File: config.mk
export PLATFORM = sky130hd
export DESIGN_NAME = sdram_rr_arbiter
export DESIGN_NICKNAME = d
export VERILOG_FILES = /design/src/rtl/sdram_rr_arbiter.sv
export SDC_FILE = /design/constraint.sdc
export NUM_CORES = 1
export LEC_CHECK = 0
export ABC_AREA = 1
export CELL_PAD_IN_SITES_DETAIL_PLACEMENT = 0
export CELL_PAD_IN_SITES_GLOBAL_PLACEMENT = 1
export CORE_ASPECT_RATIO = 0.5
export CORE_MARGIN = 1
export CORE_UTILIZATION = 23
export DETAILED_ROUTE_END_ITERATION = 8
export PLACE_DENSITY_LB_ADDON = 0.1
export SYNTH_ARGS = -nofsm -noshare
export SYNTH_HDL_FRONTEND = slang
export SYNTH_SLANG_ARGS = --single-unit
File: constraint.sdc
create_clock -name clk -period 1.8 [get_ports clk]
set_input_delay 0.36 -clock clk [delete_from_list [all_inputs] [get_ports clk]]
set_output_delay 0.36 -clock clk [all_outputs]
set_load 0.01 [all_outputs]
File: src/rtl/sdram_rr_arbiter.sv
// Round-robin arbiter sharing one SDRAM controller channel between four clients.
// Define SDRAM_ARB_PRIO0_EN to give client 0 absolute priority over clients 1-3.
module sdram_rr_arbiter #(
  parameter int unsigned ADDR_BITS = 22
) (
  input  logic                   clk,
  input  logic                   reset,
  input  logic [3:0]             cl_req_i,
  input  logic [3:0]             cl_we_i,
  input  logic [4*ADDR_BITS-1:0] cl_addr_i,
  input  logic [63:0]            cl_wdata_i,
  output logic [3:0]             cl_ack_o,
  output logic [15:0]            cl_rdata_o,
  output logic                   mem_req_o,
  output logic                   mem_we_o,
  output logic [ADDR_BITS-1:0]   mem_addr_o,
  output logic [15:0]            mem_wdata_o,
  input  logic                   mem_busy_i,
  input  logic [15:0]            mem_rdata_i
);

  localparam int unsigned NCLI = 4;

  typedef enum logic [1:0] {StIdle, StIssue, StWait, StRelease} state_e;

  state_e                 state_q;
  logic [1:0]             grant_q;
  logic [1:0]             last_grant_q;
  logic [3:0]             cl_ack_q;
  logic [15:0]            cl_rdata_q;
  logic                   mem_req_q;
  logic                   mem_we_q;
  logic [ADDR_BITS-1:0]   mem_addr_q;
  logic [15:0]            mem_wdata_q;

  logic                   prio0;
  logic                   win_valid;
  logic [1:0]             winner;
  logic [1:0]             rr_idx;
  logic                   we_sel;
  logic [ADDR_BITS-1:0]   addr_sel;
  logic [15:0]            wdata_sel;

`ifdef SDRAM_ARB_PRIO0_EN
  assign prio0 = cl_req_i[0];
`else
  assign prio0 = 1'b0;
`endif

  // Search starts just past the last round-robin winner and wraps modulo four.
  always_comb begin
    win_valid = 1'b0;
    winner    = 2'd0;
    rr_idx    = 2'd0;
    if (prio0) begin
      win_valid = 1'b1;
    end else begin
      for (int unsigned k = 1; k <= NCLI; k++) begin
        rr_idx = last_grant_q + 2'(k);
        if (!win_valid && cl_req_i[rr_idx]) begin
          win_valid = 1'b1;
          winner    = rr_idx;
        end
      end
    end
  end

  always_comb begin
    we_sel    = 1'b0;
    addr_sel  = '0;
    wdata_sel = '0;
    for (int unsigned i = 0; i < NCLI; i++) begin
      if (winner == 2'(i)) begin
        we_sel    = cl_we_i[i];
        addr_sel  = cl_addr_i[i*ADDR_BITS +: ADDR_BITS];
        wdata_sel = cl_wdata_i[i*16 +: 16];
      end
    end
  end

  always_ff @(posedge clk) begin
    if (reset) begin
      state_q      <= StIdle;
      grant_q      <= 2'd0;
      last_grant_q <= 2'd3;
      cl_ack_q     <= '0;
      cl_rdata_q   <= '0;
      mem_req_q    <= 1'b0;
      mem_we_q     <= 1'b0;
      mem_addr_q   <= '0;
      mem_wdata_q  <= '0;
    end else begin
      case (state_q)
        StIdle: begin
          if (win_valid) begin
            grant_q     <= winner;
`ifdef SDRAM_ARB_PRIO0_EN
            if (winner != 2'd0) last_grant_q <= winner;
`else
            last_grant_q <= winner;
`endif
            mem_we_q    <= we_sel;
            mem_addr_q  <= addr_sel;
            mem_wdata_q <= wdata_sel;
            mem_req_q   <= 1'b1;
            state_q     <= StIssue;
          end
        end
        // Channel busy is not yet meaningful in the cycle mem_req rises.
        StIssue: state_q <= StWait;
        StWait: begin
          if (!mem_busy_i) begin
            if (!mem_we_q) cl_rdata_q <= mem_rdata_i;
            cl_ack_q  <= 4'(1) << grant_q;
            mem_req_q <= 1'b0;
            state_q   <= StRelease;
          end
        end
        StRelease: begin
          cl_ack_q <= '0;
          state_q  <= StIdle;
        end
        default: state_q <= StIdle;
      endcase
    end
  end

  assign cl_ack_o    = cl_ack_q;
  assign cl_rdata_o  = cl_rdata_q;
  assign mem_req_o   = mem_req_q;
  assign mem_we_o    = mem_we_q;
  assign mem_addr_o  = mem_addr_q;
  assign mem_wdata_o = mem_wdata_q;

endmodule

==> out/results.ini <==
[run_status]
outcome=finished with violations
violations=DRC, setup timing

[placed_design]
post-place-ws_ns=-0.697
place.port_buffers=238
dp_hpwl_um=12100
dp_cells=1127
place_congestion=0.784
placed_cell_area_um2=7090

[power]
vdd_drop_max_mv=0.881
power_leakage_nw=3.65
cellPowerDensity_nw_per_um2=2210
power_mw=18.5

[detailed_routing]
drc=26
ant_nets=0
post_drt_wl_per_cell_um=16.0
drt_iter0_markers=234
vias=5356
wl_um=18800
drt_first_pass_iters=8
vias_per_cell=4.55

[setup_path]
crit_fanout=8
crit_required_ns=2.01
rr_startpoint=last_grant_q[0]
arrival_ns=2.31
start_kind=flip-flop
rrSetupSlack_ns=-0.30
worst-setup-path-type=flip-flop to flip-flop
crit_start=last_grant_q[0]
r2r_cells=14
rr_endpoint=mem_wdata_o[11]
cp-endpoint=mem_wdata_o[11]
end_kind=flip-flop

[clocking]
h-tree-depth=3
clockBufferDepth=2
clk_latency_ns=0.34
cts_buffers=9
cts_root_buf=clkbuf_16
cts.sinks=66
clk_pin_slew_worst_paths_ns=0.06
cts_tree=yes

[sta]
fin_setup_tns_ns=-10.37
hold_ws_ns=0.444
max_freq_ghz=0.476
min_period_over_period_pct=117
fin_ws_ns=-0.303
slew_violations=0
tightestPinTransition_ns=0.456
rsz0062_at_grt=true
slew_headroom_pct=69.6
finClkSkew_ns=0.00596
hold_viol_final=0
min_period_ns=2.10
finalSetupViolCount=41

[synthesis]
synth-warning-count=0
synthTopCellsByArea=dfxtp_1, nand2_1, nand3_1
yosysTopAreaCell=dfxtp_1
yosysSeqAreaShare_pct=31.5
syn_inst=659
synth_area_um2=4190
synth_top_area_share_pct=31.5
syn_nets=842
synth_seq_cells=66
syn_area_per_cell_um2=6.36
synth_cell_types=26

[final_layout]
final_common_cell=clkdlybuf4s50_1
postLayoutCoreUtil_pct=47.5
fillerInstances=1745
stdcell_count=1176
final_nets=1120
final_cell_area_um2=8360
area_delta_synth_final_pct=99.6
final_cell_mix=clkdlybuf4s50_1, nand2_1, nand3_1
insertedDiodeCount=0
drive_above_1_share_pct=19.1

[global_routing]
grt_pass1_wl_um=26800
antenna_found_initial=1
grt_max_degree=55
grtUsageTotal_pct=18.3
grt_pass1_vias=5160
grt.overflow.total=0

[floorplan]
ioPinCount=239
dieWidth_um=193
core_area_um2=17600
num_rows=34
die-height_um=97.4
die-area_um2=18800
start_util_pct=23.8

[flow_run]
cap_violations=0

[hold_path]
min_path_type=primary input to flip-flop

-- layer usage --
metal	vias up	part of all wire [%]	global-route usage, %
met5	-	0.069	0
met3	17	8.7	6.07
li1	2732	-	-
met1	2458	45	23.1
met4	2	0.87	3.09
met2	147	45	30.5
-- where the power goes --
group	internal [mW]	switching [mW]
Sequential	1.91	0.239
Combinational	7.28	7.36
Clock	0.942	0.763
Total	10.1	8.36
-- logic make-up after synthesis --
kind of cell / share of synthesized area (%)
adders and majority gates: 1.19
and+or+nand+nor: 40.8
AOI/OAI and AO/OA: 15.8
DFF: 31.5
buffers and inverters: 10.7
-- worst min-delay path by stage --
stage / startpoint / end / slack (ns) / depth (start not counted)
CTS: reset / last_grant_q[0] / 0.43 / 3
floorplan: grant_q[1] / grant_q[1] / 0.47 / 2
global route: reset / last_grant_q[0] / 0.47 / 3
finish: reset / last_grant_q[0] / 0.44 / 3
global placement: mem_wdata_o[9] / mem_wdata_o[9] / 0.45 / 2
detailed placement: mem_wdata_o[9] / mem_wdata_o[9] / 0.45 / 2
-- final cells by class --
class                   count  area (um^2)  share of cell area, %
clock buffers               9          225                   2.69
clock inverters             7         53.8                  0.644
inverters                  55          216                   2.59
multi-input cells         492         2810                   33.7
flip-flops and latches     66         1330                   15.9
well taps                 234          293                   3.50
repair buffers            313         3430                   41.1
-- state kept, by name, indices dropped and copies added (netlist names) --
register      count
last_grant_q      2
mem_wdata_o      16
grant_q           2
cl_rdata_o       16
cl_ack_o          4
mem_req_o         1
mem_we_o          1
state_q           2
mem_addr_o       22
-- cells in the mapped netlist, drive strengths merged --
| cell | count |
|---|---|
| inv | 55 |
| o211ai | 2 |
| o31ai | 1 |
| ha | 4 |
| nand4 | 2 |
| nand3b | 32 |
| a21boi | 1 |
| o21bai | 31 |
| o21ai | 33 |
| buf | 31 |
| dfxtp | 66 |
| nor3 | 3 |
| nand2 | 168 |
| clkbuf | 15 |
| nand3 | 112 |
| a21oi | 46 |
| nor2 | 57 |
-- worst max-delay path, stage by stage, from the launching register on --
cell,delay (ns)
dfxtp_4,0.38
inv_6,0.10
nand2_1,0.07
nand2_2,0.10
nand2_4,0.07
nand2_4,0.09
nor2_2,0.04
a21oi_2,0.19
nand3_4,0.20
buf_12,0.20
clkbuf_16,0.16
o21bai_1,0.14
nand3_1,0.10
nand2_1,0.07
a21oi_1,0.05
-- what timing repair did --
action / CTS / global route
pin swaps: 30 / 52
hold buffers: 0 / 0
hold endpoints to repair: 0 / 0
resized for setup: 47 / 91
setup buffers: 5 / 14
setup endpoints to repair: 46 / 47
gates cloned: 3 / 11
Note: power is estimated with default switching activity, not from simulation.
